File: src/rtl/song_sequencer.sv
// rtl/song_sequencer.sv - melody ROM autoplay sequencer arbitrating the piano key bus
module song_sequencer #(
  parameter int BEAT_TICKS = 8,
  parameter int GAP_TICKS  = 2,
  parameter int SONG_LEN   = 15
) (
  input  logic       CLK,
  input  logic       RESET_N,
  input  logic       PLAY,
  input  logic       STOP,
  input  logic       LOOP,
  input  logic [7:0] sw,
  output logic [7:0] KEYS,
  output logic       BUSY,
  output logic       DONE,
  output logic [3:0] NOTE_IDX
);

  // Counter must hold a full 3-beat note without wrapping.
  localparam int              CW       = $clog2(3 * BEAT_TICKS + 1);
  localparam logic [3:0]      LAST_IDX = 4'(SONG_LEN - 1);
  localparam logic [CW-1:0]   GAP_LAST = CW'(GAP_TICKS - 1);

  typedef enum logic [1:0] {
    S_IDLE = 2'd0,
    S_NOTE = 2'd1,
    S_GAP  = 2'd2
  } state_t;

  state_t        r_state;
  logic [CW-1:0] r_cnt;
  logic          r_play_q;

  logic          w_start;
  logic [3:0]    w_seq_idx;
  logic [7:0]    w_seq_keys;
  logic [7:0]    w_first_keys;
  logic [1:0]    w_beats_raw;
  logic [1:0]    w_beats;
  logic [CW-1:0] w_note_last;

  // Key field of the melody ROM (Ode to Joy); 8'h00 is a rest.
  function automatic logic [7:0] rom_keys(input logic [3:0] idx);
    case (idx)
      4'd0:    rom_keys = 8'h20;
      4'd1:    rom_keys = 8'h20;
      4'd2:    rom_keys = 8'h10;
      4'd3:    rom_keys = 8'h08;
      4'd4:    rom_keys = 8'h08;
      4'd5:    rom_keys = 8'h10;
      4'd6:    rom_keys = 8'h20;
      4'd7:    rom_keys = 8'h40;
      4'd8:    rom_keys = 8'h80;
      4'd9:    rom_keys = 8'h80;
      4'd10:   rom_keys = 8'h40;
      4'd11:   rom_keys = 8'h20;
      4'd12:   rom_keys = 8'h20;
      4'd13:   rom_keys = 8'h40;
      4'd14:   rom_keys = 8'h40;
      default: rom_keys = 8'h00;
    endcase
  endfunction

  // Beat field of the melody ROM; the two held notes close each phrase.
  function automatic logic [1:0] rom_beats(input logic [3:0] idx);
    case (idx)
      4'd12:   rom_beats = 2'd2;
      4'd14:   rom_beats = 2'd2;
      default: rom_beats = 2'd1;
    endcase
  endfunction

  assign w_start      = PLAY & ~r_play_q;
  // Past the final entry the next note is always entry 0 (loop restart).
  assign w_seq_idx    = (NOTE_IDX == LAST_IDX) ? 4'd0 : NOTE_IDX + 4'd1;
  assign w_seq_keys   = rom_keys(w_seq_idx);
  assign w_first_keys = rom_keys(4'd0);
  assign w_beats_raw  = rom_beats(NOTE_IDX);
  assign w_beats      = (w_beats_raw == 2'd0) ? 2'd1 : w_beats_raw;
  assign w_note_last  = CW'({30'd0, w_beats} * BEAT_TICKS - 1);

  // Previous-sample register for PLAY edge detection.
  always_ff @(posedge CLK or negedge RESET_N) begin
    if (!RESET_N) begin
      r_play_q <= 1'b0;
    end else begin
      r_play_q <= PLAY;
    end
  end

  // Playback FSM with all outputs registered alongside the state.
  always_ff @(posedge CLK or negedge RESET_N) begin
    if (!RESET_N) begin
      r_state  <= S_IDLE;
      r_cnt    <= '0;
      KEYS     <= 8'h00;
      BUSY     <= 1'b0;
      DONE     <= 1'b0;
      NOTE_IDX <= 4'd0;
    end else begin
      DONE <= 1'b0;
      if (STOP) begin
        // Abort silences the bus for one edge before switches return.
        r_state  <= S_IDLE;
        r_cnt    <= '0;
        KEYS     <= 8'h00;
        BUSY     <= 1'b0;
        NOTE_IDX <= 4'd0;
      end else begin
        case (r_state)
          S_IDLE: begin
            if (w_start) begin
              r_state  <= S_NOTE;
              r_cnt    <= '0;
              NOTE_IDX <= 4'd0;
              KEYS     <= w_first_keys;
              BUSY     <= 1'b1;
            end else begin
              KEYS <= sw;
            end
          end
          S_NOTE: begin
            if (r_cnt == w_note_last) begin
              r_state <= S_GAP;
              r_cnt   <= '0;
              KEYS    <= 8'h00;
            end else begin
              r_cnt <= r_cnt + 1'b1;
            end
          end
          S_GAP: begin
            if (r_cnt == GAP_LAST) begin
              r_cnt <= '0;
              if ((NOTE_IDX != LAST_IDX) || LOOP) begin
                r_state  <= S_NOTE;
                NOTE_IDX <= w_seq_idx;
                KEYS     <= w_seq_keys;
              end else begin
                // Natural end: index stays on the last entry for inspection.
                r_state <= S_IDLE;
                BUSY    <= 1'b0;
                DONE    <= 1'b1;
              end
            end else begin
              r_cnt <= r_cnt + 1'b1;
            end
          end
          default: begin
            r_state <= S_IDLE;
            r_cnt   <= '0;
            KEYS    <= 8'h00;
            BUSY    <= 1'b0;
          end
        endcase
      end
    end
  end

endmodule
File: config.mk
export PLATFORM = sky130hd
export DESIGN_NAME = song_sequencer
export DESIGN_NICKNAME = d
export VERILOG_FILES = /design/src/rtl/song_sequencer.sv
export SDC_FILE = /design/constraint.sdc
export NUM_CORES = 1
export LEC_CHECK = 0
export ABC_AREA = 1
export BUFFER_PORTS_ARGS = -buffer_cell sky130_fd_sc_hd__buf_2
export CORE_MARGIN = 10
export CORE_UTILIZATION = 30
export CTS_CLUSTER_SIZE = 14
export DETAILED_ROUTE_END_ITERATION = 8
export GPL_ROUTABILITY_DRIVEN = 1
export GPL_TIMING_DRIVEN = 0
export PLACE_DENSITY = 0.58
export SLEW_MARGIN = 15
export SYNTH_ARGS = -nofsm -noshare
export SYNTH_HDL_FRONTEND = slang
export SYNTH_SLANG_ARGS = --single-unit
File: constraint.sdc
create_clock -name CLK -period 3.18 [get_ports CLK]
set_input_delay 0.318 -clock CLK [delete_from_list [all_inputs] [get_ports CLK]]
set_output_delay 0.318 -clock CLK [all_outputs]
set_load 0.05 [all_outputs]
==> results.py <==
metrics = {
    "drt": {
        "wl_met2_um": 1370,
        "drcViolationCount": 0,
        "drt_first_pass_iters": 4,
        "post_drt_wl_per_cell_um": 11.9,
        "drt_iter0_drc": 117,
        "vias_per_cell": 4.59,
        "wl_met1_um": 1640,
        "top_layer": "met4",
        "vias": 1276,
        "wl_um": 3310,
        "dr_wl_met3_um": 245,
        "final_antenna_net_count": 0,
    },
    "min_path": {
        "holdCritPathClass": "in2async",
    },
    "clock_network": {
        "cts_root_buffer": "clkbuf_8",
        "cts-hold-fix-buffers": 0,
        "cts_resized": 0,
        "cts_sinks": 22,
        "cts_setup_buffers": 0,
        "cts_buffer_depth": 2,
        "cts_made_buffers": 3,
        "cts_tree": "yes",
        "cts.htree.levels": 1,
        "clkLatencyLatePin_ns": 0.26,
        "clkTransAtPathRegs_ns": 0.08,
    },
    "setup_path": {
        "arrival_ns": 1.97,
        "required_ns": 3.36,
        "slowest_delay_ns": 0.42,
        "worst_path_most_repeated_cell": "inv_1",
        "crit_chain": "inv_1 > ha_1 > inv_1 > nor2_4 > nand2_2 > nand2_1 > clkinv_1 > nand2_1 > inv_1 > o21ai_0",
        "setup.worst_path.start_class": "flip-flop",
        "end_kind": "flip-flop",
        "cpMaxStageDelayCell": "dfrtp_1",
        "critPathKind": "reg2reg",
        "cp_max_fo": 7,
    },
    "global_routing": {
        "grt_max_degree": 23,
        "antenna_found_initial": 0,
        "grt_pass1_wl_um": 5610,
        "grtUsageTotal_pct": 8.89,
        "grt_pass1_vias": 1196,
        "overflow": 0,
    },
    "floorplan": {
        "io_pins": 27,
        "die_w_um": 89.4,
        "dieArea_um2": 7990,
        "initial_core_util_pct": 30.8,
        "core_um2": 4690,
        "rows": 25,
        "die_y_um": 89.4,
    },
    "final_layout": {
        "final_cells": 278,
        "drive_above_1_share_pct": 25.4,
        "antenna-diode-count": 0,
        "nNetsFinal": 246,
        "mostFrequentLayoutCell": "nand2_1",
        "final_cell_mix": "59 x nand2_1, 27 x buf_2, 22 x dfrtp_1, 19 x nand3_1, 18 x inv_1",
        "syn_to_final_growth_pct": 16.5,
    },
    "power_and_ir_drop": {
        "ir_worst_vdd_uv": 216,
        "p_per_area_nw_per_um2": 691,
        "cellLeakagePower_uw": 0.000878,
    },
    "synthesis": {
        "synth_fp_nets": 215,
        "ys_seq_elements": 22,
        "async_flop_share_pct": 100,
        "synth_cell_types": 23,
        "synth_top_cell_by_area": "dfrtp_1",
        "syn-cell-area_um2": 1450,
        "synth.area.top_cells": "dfrtp_1 38%, nand2_1 15%, nand3_1 6.6%",
        "synth_edf_count": 0,
        "netlist_instances": 195,
        "synth_top_area_share_pct": 38.1,
        "avgSynthCellArea_um2": 7.41,
        "synth_warnings": 0,
        "seq_area_frac_synth_pct": 38.1,
        "synth_flop_cell": "dfrtp_1",
    },
    "timing": {
        "rsz0062_at_grt": "false",
        "relSlewSlack_pct": 65.7,
        "fin_worst_skew_ns": 0.000990,
        "layout_setup_ws_ns": 1.39,
        "maxSlewViolCount": 0,
        "setup-violations-final": 0,
        "setup_tns_ns": 0,
        "worst_pin_slew_ns": 0.515,
        "fmax_mhz": 558,
        "min_period_over_period_pct": 56.4,
        "hold_ws_ns": 0.0160,
        "hold_violations": 0,
        "fin_crit_ns": 1.79,
    },
    "placed_design": {
        "place_hpwl_um": 2640,
        "finalWeightedCongestion": 0.872,
        "io_buffer_count": 26,
        "dp_slack_ns": 1.39,
        "dp_cells": 275,
    },
    "status": {
        "status": "finished clean",
    },
    "run": {
        "cap_violations": 0,
    },
}
-- area by class of cell --
type,count,area (um^2)
Buffer,3,36.3
Clock buffer,3,41.3
Fill cell,494,3010
Inverter,24,90.1
Multi-Input combinational cell,146,768
Sequential cell,22,551
Tap cell,54,67.6
Timing Repair Buffer,26,130
-- power by group --
part           internal, uW  switching [uW]
sequential              334            44.4
clock                  84.7            91.9
combinational           178             430
-- metal layers --
metal,up-vias,track usage [%]
met5,-,0
met4,0,3.90
met3,5,2.64
met2,30,13.5
met1,565,11.3
li1,676,-
-- state kept, by name, indices dropped and copies added (netlist names) --
register,count
BUSY,1
DONE,1
NOTE_IDX,4
r_play_q,1
r_state,2
r_cnt,5
KEYS,8
-- stage by stage --
stage / cell area, um^2 / utilization [%] / total power (uW)
6_report: 1680 / 35.9 / 1160
3_5_place_dp: 1640 / 35.0 / 996
2_1_floorplan: 1450 / - / 856
4_1_cts: 1680 / 35.9 / 1180
5_1_grt: 1680 / 35.9 / 1260
3_3_place_gp: 1640 / 35.0 / 994
-- kinds of logic (layout without fill, tap and decap cells) --
kind of cell	Yosys count	count (layout)	synth area share [%]
fa+ha+maj	7	7	6.06
simple gates	115	115	37.5
xor+xnor	2	2	1.21
flops	22	22	38.1
buf+inv	27	56	8.74
compound gates	22	22	8.40
-- worst max-delay path: cells and delay by family, from the launching register on --
kind,cells,cell delay (ns)
simple gates,4,0.53
flops,1,0.42
buf+inv,4,0.37
fa+ha+maj,1,0.23
compound gates,1,0.17
-- cell usage after synthesis (3+ instances only) --
| cell | instances |
|---|---|
| o21ai_0 | 7 |
| nand4_1 | 3 |
| inv_1 | 18 |
| o21ai_1 | 6 |
| a21oi_1 | 6 |
| nand3_1 | 19 |
| o21ai_2 | 3 |
| inv_2 | 5 |
| nand2_2 | 9 |
| nor2_1 | 16 |
| ha_1 | 7 |
| nor2_4 | 3 |
| dfrtp_1 | 22 |
| nand3_2 | 4 |
| nand2_1 | 59 |
-- final timing paths --
check / start / to / slack, ns / depth (start not counted)
max reg2reg: r_state[0] / r_state[0] / 1.39 / 10
max in group asynchronous: RESET_N / r_cnt[4] / 2.82 / 1
min reg2reg: KEYS[7] / KEYS[7] / 0.48 / 2
min: RESET_N / NOTE_IDX[1] / 0.02 / 1
max: r_state[0] / r_state[0] / 1.39 / 10
min in group CLK: PLAY / r_play_q / 0.17 / 1
Note: power is estimated with default switching activity, not from simulation.
